[src/rtl/unsigned_restoring_div_16by8.sv]
// Sequential radix-2 restoring divider: 2W-bit dividend / W-bit divisor -> W-bit quotient and remainder.
// One quotient bit per cycle; an early overflow check covers quotient overflow and divide by zero.
module unsigned_restoring_div_16by8 #(
  parameter int W = 8
) (
  input  logic           clk,
  input  logic           rst_n,
  input  logic           in_valid,
  output logic           in_ready,
  input  logic [2*W-1:0] dividend,
  input  logic [W-1:0]   divisor,
  output logic           out_valid,
  input  logic           out_ready,
  output logic [W-1:0]   quotient,
  output logic [W-1:0]   remainder,
  output logic           ovf
);

  localparam int CW = (W > 1) ? $clog2(W) : 1;

  typedef enum logic [1:0] {IDLE, CALC, DONE} state_e;

  state_e         state_q, state_d;
  logic [W:0]     r_q, r_d;
  logic [W-1:0]   q_q, q_d;
  logic [W-1:0]   dvs_q, dvs_d;
  logic [CW-1:0]  cnt_q, cnt_d;
  logic           ovf_q, ovf_d;
  logic [W:0]     trial;

  always_ff @(posedge clk or negedge rst_n) begin
    if (!rst_n) begin
      state_q <= IDLE;
      r_q     <= '0;
      q_q     <= '0;
      dvs_q   <= '0;
      cnt_q   <= '0;
      ovf_q   <= 1'b0;
    end else begin
      state_q <= state_d;
      r_q     <= r_d;
      q_q     <= q_d;
      dvs_q   <= dvs_d;
      cnt_q   <= cnt_d;
      ovf_q   <= ovf_d;
    end
  end

  always_comb begin
    state_d   = state_q;
    r_d       = r_q;
    q_d       = q_q;
    dvs_d     = dvs_q;
    cnt_d     = cnt_q;
    ovf_d     = ovf_q;
    in_ready  = 1'b0;
    out_valid = 1'b0;
    // Q doubles as the dividend low half: its MSB shifts into R as quotient bits enter the LSB.
    trial     = {r_q[W-1:0], q_q[W-1]};
    unique case (state_q)
      IDLE: begin
        in_ready = 1'b1;
        if (in_valid) begin
          dvs_d = divisor;
          if (dividend[2*W-1:W] >= divisor) begin
            q_d     = '1;
            r_d     = '0;
            ovf_d   = 1'b1;
            state_d = DONE;
          end else begin
            r_d     = {1'b0, dividend[2*W-1:W]};
            q_d     = dividend[W-1:0];
            cnt_d   = '0;
            ovf_d   = 1'b0;
            state_d = CALC;
          end
        end
      end
      CALC: begin
        if (trial >= {1'b0, dvs_q}) begin
          r_d = trial - {1'b0, dvs_q};
          q_d = {q_q[W-2:0], 1'b1};
        end else begin
          r_d = trial;
          q_d = {q_q[W-2:0], 1'b0};
        end
        cnt_d = cnt_q + CW'(1);
        if (cnt_q == CW'(W-1)) begin
          cnt_d   = '0;
          state_d = DONE;
        end
      end
      DONE: begin
        out_valid = 1'b1;
        if (out_ready) state_d = IDLE;
      end
      default: state_d = IDLE;
    endcase
  end

  assign quotient  = q_q;
  assign remainder = r_q[W-1:0];
  assign ovf       = ovf_q;

endmodule

[config.mk]
export PLATFORM = sky130hd
export DESIGN_NAME = unsigned_restoring_div_16by8
export DESIGN_NICKNAME = d
export VERILOG_FILES = /design/src/rtl/unsigned_restoring_div_16by8.sv
export SDC_FILE = /design/constraint.sdc
export NUM_CORES = 1
export LEC_CHECK = 0
export ABC_AREA = 1
export CAP_MARGIN = 5
export CORE_MARGIN = 1
export CORE_UTILIZATION = 45
export DETAILED_ROUTE_END_ITERATION = 8
export PLACE_DENSITY = 0.69
export SYNTH_ARGS = -nofsm -noshare
export SYNTH_HDL_FRONTEND = slang
export SYNTH_SLANG_ARGS = --single-unit
[constraint.sdc]
create_clock -name clk -period 2.4 [get_ports clk]
set_clock_uncertainty 0.05 [all_clocks]
set_input_delay 0.48 -clock clk [delete_from_list [all_inputs] [get_ports clk]]
set_output_delay 0.48 -clock clk [all_outputs]
set_load 0.05 [all_outputs]
==> key figures <==
Finish
  • Area of the multi-input gates: approximately 1300 um^2
  • Share of cells above drive strength 1: 7.31%
  • FF+latch area: 751 um^2
  • Fillers: ~450
  • Nets@finish: approximately 430
  • Antenna cells: 0
  • Non-Filler Instances: 450
  • Area added between synthesis and finish: 29.9%
  • Fin util: between 60% and 70%

Timing
  • Min Tclk post-route: ~2.3 ns
  • Setup TNS: 0 ns
  • Fmax: roughly 430 MHz
  • Hold Vio Cnt, Final: 0
  • Final period utilization: between 90% and 100%
  • Pins over their slew limit: 0
  • Slew HR: 65.8%
  • RSZ-0062 raised after global routing: no
  • Endpoints failing setup: 0
  • Worst slew pin tran: between 0.5 and 0.6 ns

Pwr
  • Total power draw: between 4 and 5 mW
  • Pwr/cell area: ~1500 nW/um^2
  • VDD IR-drop max: ~0.8 mV
  • Leak: between 1.5 and 2 nW

Detailed routing
  • Detailed Route WL: 5210 um
  • Antenna-violating nets left: 0
  • Drt first pass iters: 4
  • Wire per inst: approximately 12 um
  • Remaining DRCs: 0
  • WL met2: 2330 um
  • Wire length on met3: 186 um
  • Met1 WL: about 2600 um
  • Vias/cell: roughly 4.8
  • DRT iter0 DRCs: 87
  • Via count: roughly 2100
  • Highest routed layer: met4

Floorplan
  • Initial Util: 47.1%
  • Die width: 72.8 um
  • DIE AREA: roughly 5300 um^2
  • Chip height: ~73 um
  • Core area: around 4800 um^2
  • Io pins: 47
  • Rows: 25

Setup path
  • Worst R2R End: r_q[3]$_DFFE_PN0P_
  • Crit path max-delay cell type: clkdlybuf4s50_1
  • Reg2reg start: r_q[4]$_DFFE_PN0P_
  • Crit. Startpoint: state_q[1]$_DFFE_PN0P_
  • Setup crit end: in_ready
  • CP Capture Type: primary output
  • Critical path fanouts, max: 5
  • Slowest stage delay, CP: ~0.84 ns
  • Worst Path Required: about 1.9 ns
  • CP cell instances: nor2_2 > clkdlybuf4s50_1
  • Worst setup path class: reg -> out
  • Worst Path Arrival: around 1.8 ns
  • R2R cell count: 12
  • FF-to-FF setup slack: ~0.33 ns
  • Crit start category: flop

Synthesis
  • Syn avg cell area: between 6 and 7 um^2
  • Post-synth EDFFs: 0
  • Post-synth top area share: 33.3%
  • Top cells by area, synth: dfrtp_1 (33%), nand2_1 (19%), ha_1 (10%)
  • Synth top cells by count: nand2_1 (113), inv_1 (59), dfrtp_1 (30)
  • Post-Syn Nets: roughly 370
  • Syn Inst Count: 326
  • FFs w/ async S/R, synth: 100%
  • Synthesized area: 2250 um^2
  • YS warnings: 0
  • Synth cell types: 27
  • Sequential fraction of the synthesis area: 33.3%
  • Post-synthesis sequential element count: 30
  • Leading area contributor after synthesis: dfrtp_1
  • Ys flop type: dfrtp_1
  • Most frequent cell after synthesis: nand2_1

Clock network
  • H-tree Lvls: 2
  • CTS buffer count: 5
  • Clk sink count: 30
  • Clock Tree Root: clkbuf_8
  • CTS tree: built
  • # Post-CTS Setup Buffers: 0
  • Worst skew pair latency: 0.28 ns
  • CTS Hold Bufs: 0
  • CTS max path bufs: 2
  • Clock transition at the registers of the reported paths: ~0.06 ns
  • Post-cts sizing count: 0

GRT
  • Congestion Overflow GR: 0
  • First-pass GRT wire length: roughly 8800 um
  • Vias in the first global route: around 2000
  • Largest net degree at the start of global routing: 31
  • Initial antenna violation count: 0
  • GRT Total Usage: a little over a fifth

Place
  • DP Wirelength: just over 4000 um
  • Placer Congestion: between 0.7 and 0.8
  • Placed cells: about 440
  • Port buffer count: 46

Min path
  • HP Class: reg -> reg
  • Hold_sp: cnt_q[1]$_DFFE_PN0P_

Status
  • Outcome: finished, final reports clean

Run
  • Maxcap violations: 0
[logic make-up after synthesis]
kind of cell / Yosys count / share of synthesized area [%]
and+or+nand+nor: 175 / 35.8
buffers and inverters: 66 / 11.2
AOI/OAI and AO/OA: 33 / 7.66
DFF: 30 / 33.3
adders and majority gates: 19 / 10.9
xor gates and xnor gates: 3 / 1.17
[layer usage]
| layer | GRT usage [%] | vias up |
|---|---|---|
| met5 | 0 | - |
| met4 | 5.23 | 0 |
| met3 | 4.56 | 5 |
| met2 | 34.3 | 33 |
| met1 | 30.6 | 968 |
| li1 | - | 1136 |
[sequential cells by signal, summed over array words and instances, names as in the netlist]
name,count
ovf,1
cnt_q,3
r_q,8
state_q,2
dvs_q,8
quotient,8
[critical path: cells and delay by family, from the launching register on]
kind | cells | cell delay [ns]
buffers and inverters | 1 | 0.84
DFF | 1 | 0.45
and+or+nand+nor | 1 | 0.23
[worst min-delay path by stage]
stage | slack (ns) | cells after the start | end
after floorplan | 0.13 | 0 | cnt_q[0]$_DFFE_PN0P_
after global placement | 0.42 | 2 | cnt_q[1]$_DFFE_PN0P_
after detailed placement | 0.42 | 2 | ovf$_DFFE_PN0P_
after CTS | 0.44 | 2 | cnt_q[1]$_DFFE_PN0P_
after global routing | 0.45 | 2 | ovf$_DFFE_PN0P_
final | 0.43 | 2 | cnt_q[1]$_DFFE_PN0P_
[placed cells by master (no fill, tap or decap), types with 3 or more instances in the layout]
master and count:
nand4_1 10, o21ai_1 8, a21oi_1 6, nor2_1 16, ha_1 18, xor2_1 3, nand3b_1 7, dfrtp_1 30
nand2_1 113, o21ai_0 17, clkbuf_8 6, nand3_1 16, clkdlybuf4s50_1 46, inv_1 59, buf_4 8
[through the flow]
step | hold slack, ns | cell area [um^2] | setup slack, ns
5_1_grt | 0.454 | 2930 | 0.000906
3_3_place_gp | 0.419 | 2840 | 0.0358
6_report | 0.434 | 2930 | 0.0620
4_1_cts | 0.440 | 2930 | 0.0497
2_1_floorplan | 0.134 | 2250 | 0.320
3_5_place_dp | 0.421 | 2840 | -0.0600
[where the power goes]
| group | internal (mW) | leakage (nW) | switching, mW |
|---|---|---|---|
| clock | 0.231 | 0.0482 | 0.190 |
| sequential | 0.748 | 0.374 | 0.183 |
| combinational | 1.04 | 1.19 | 1.92 |
[final cells by class]
cell class | count | share of cell area [%]
well taps | 67 | 2.86
multi-input cells | 230 | 42.8
flip-flops and latches | 30 | 25.7
repair buffers | 54 | 17.8
inverters | 61 | 7.82
clock buffers | 7 | 2.95
clock inverters | 1 | 0.171
Note: power is estimated with default switching activity, not from simulation.
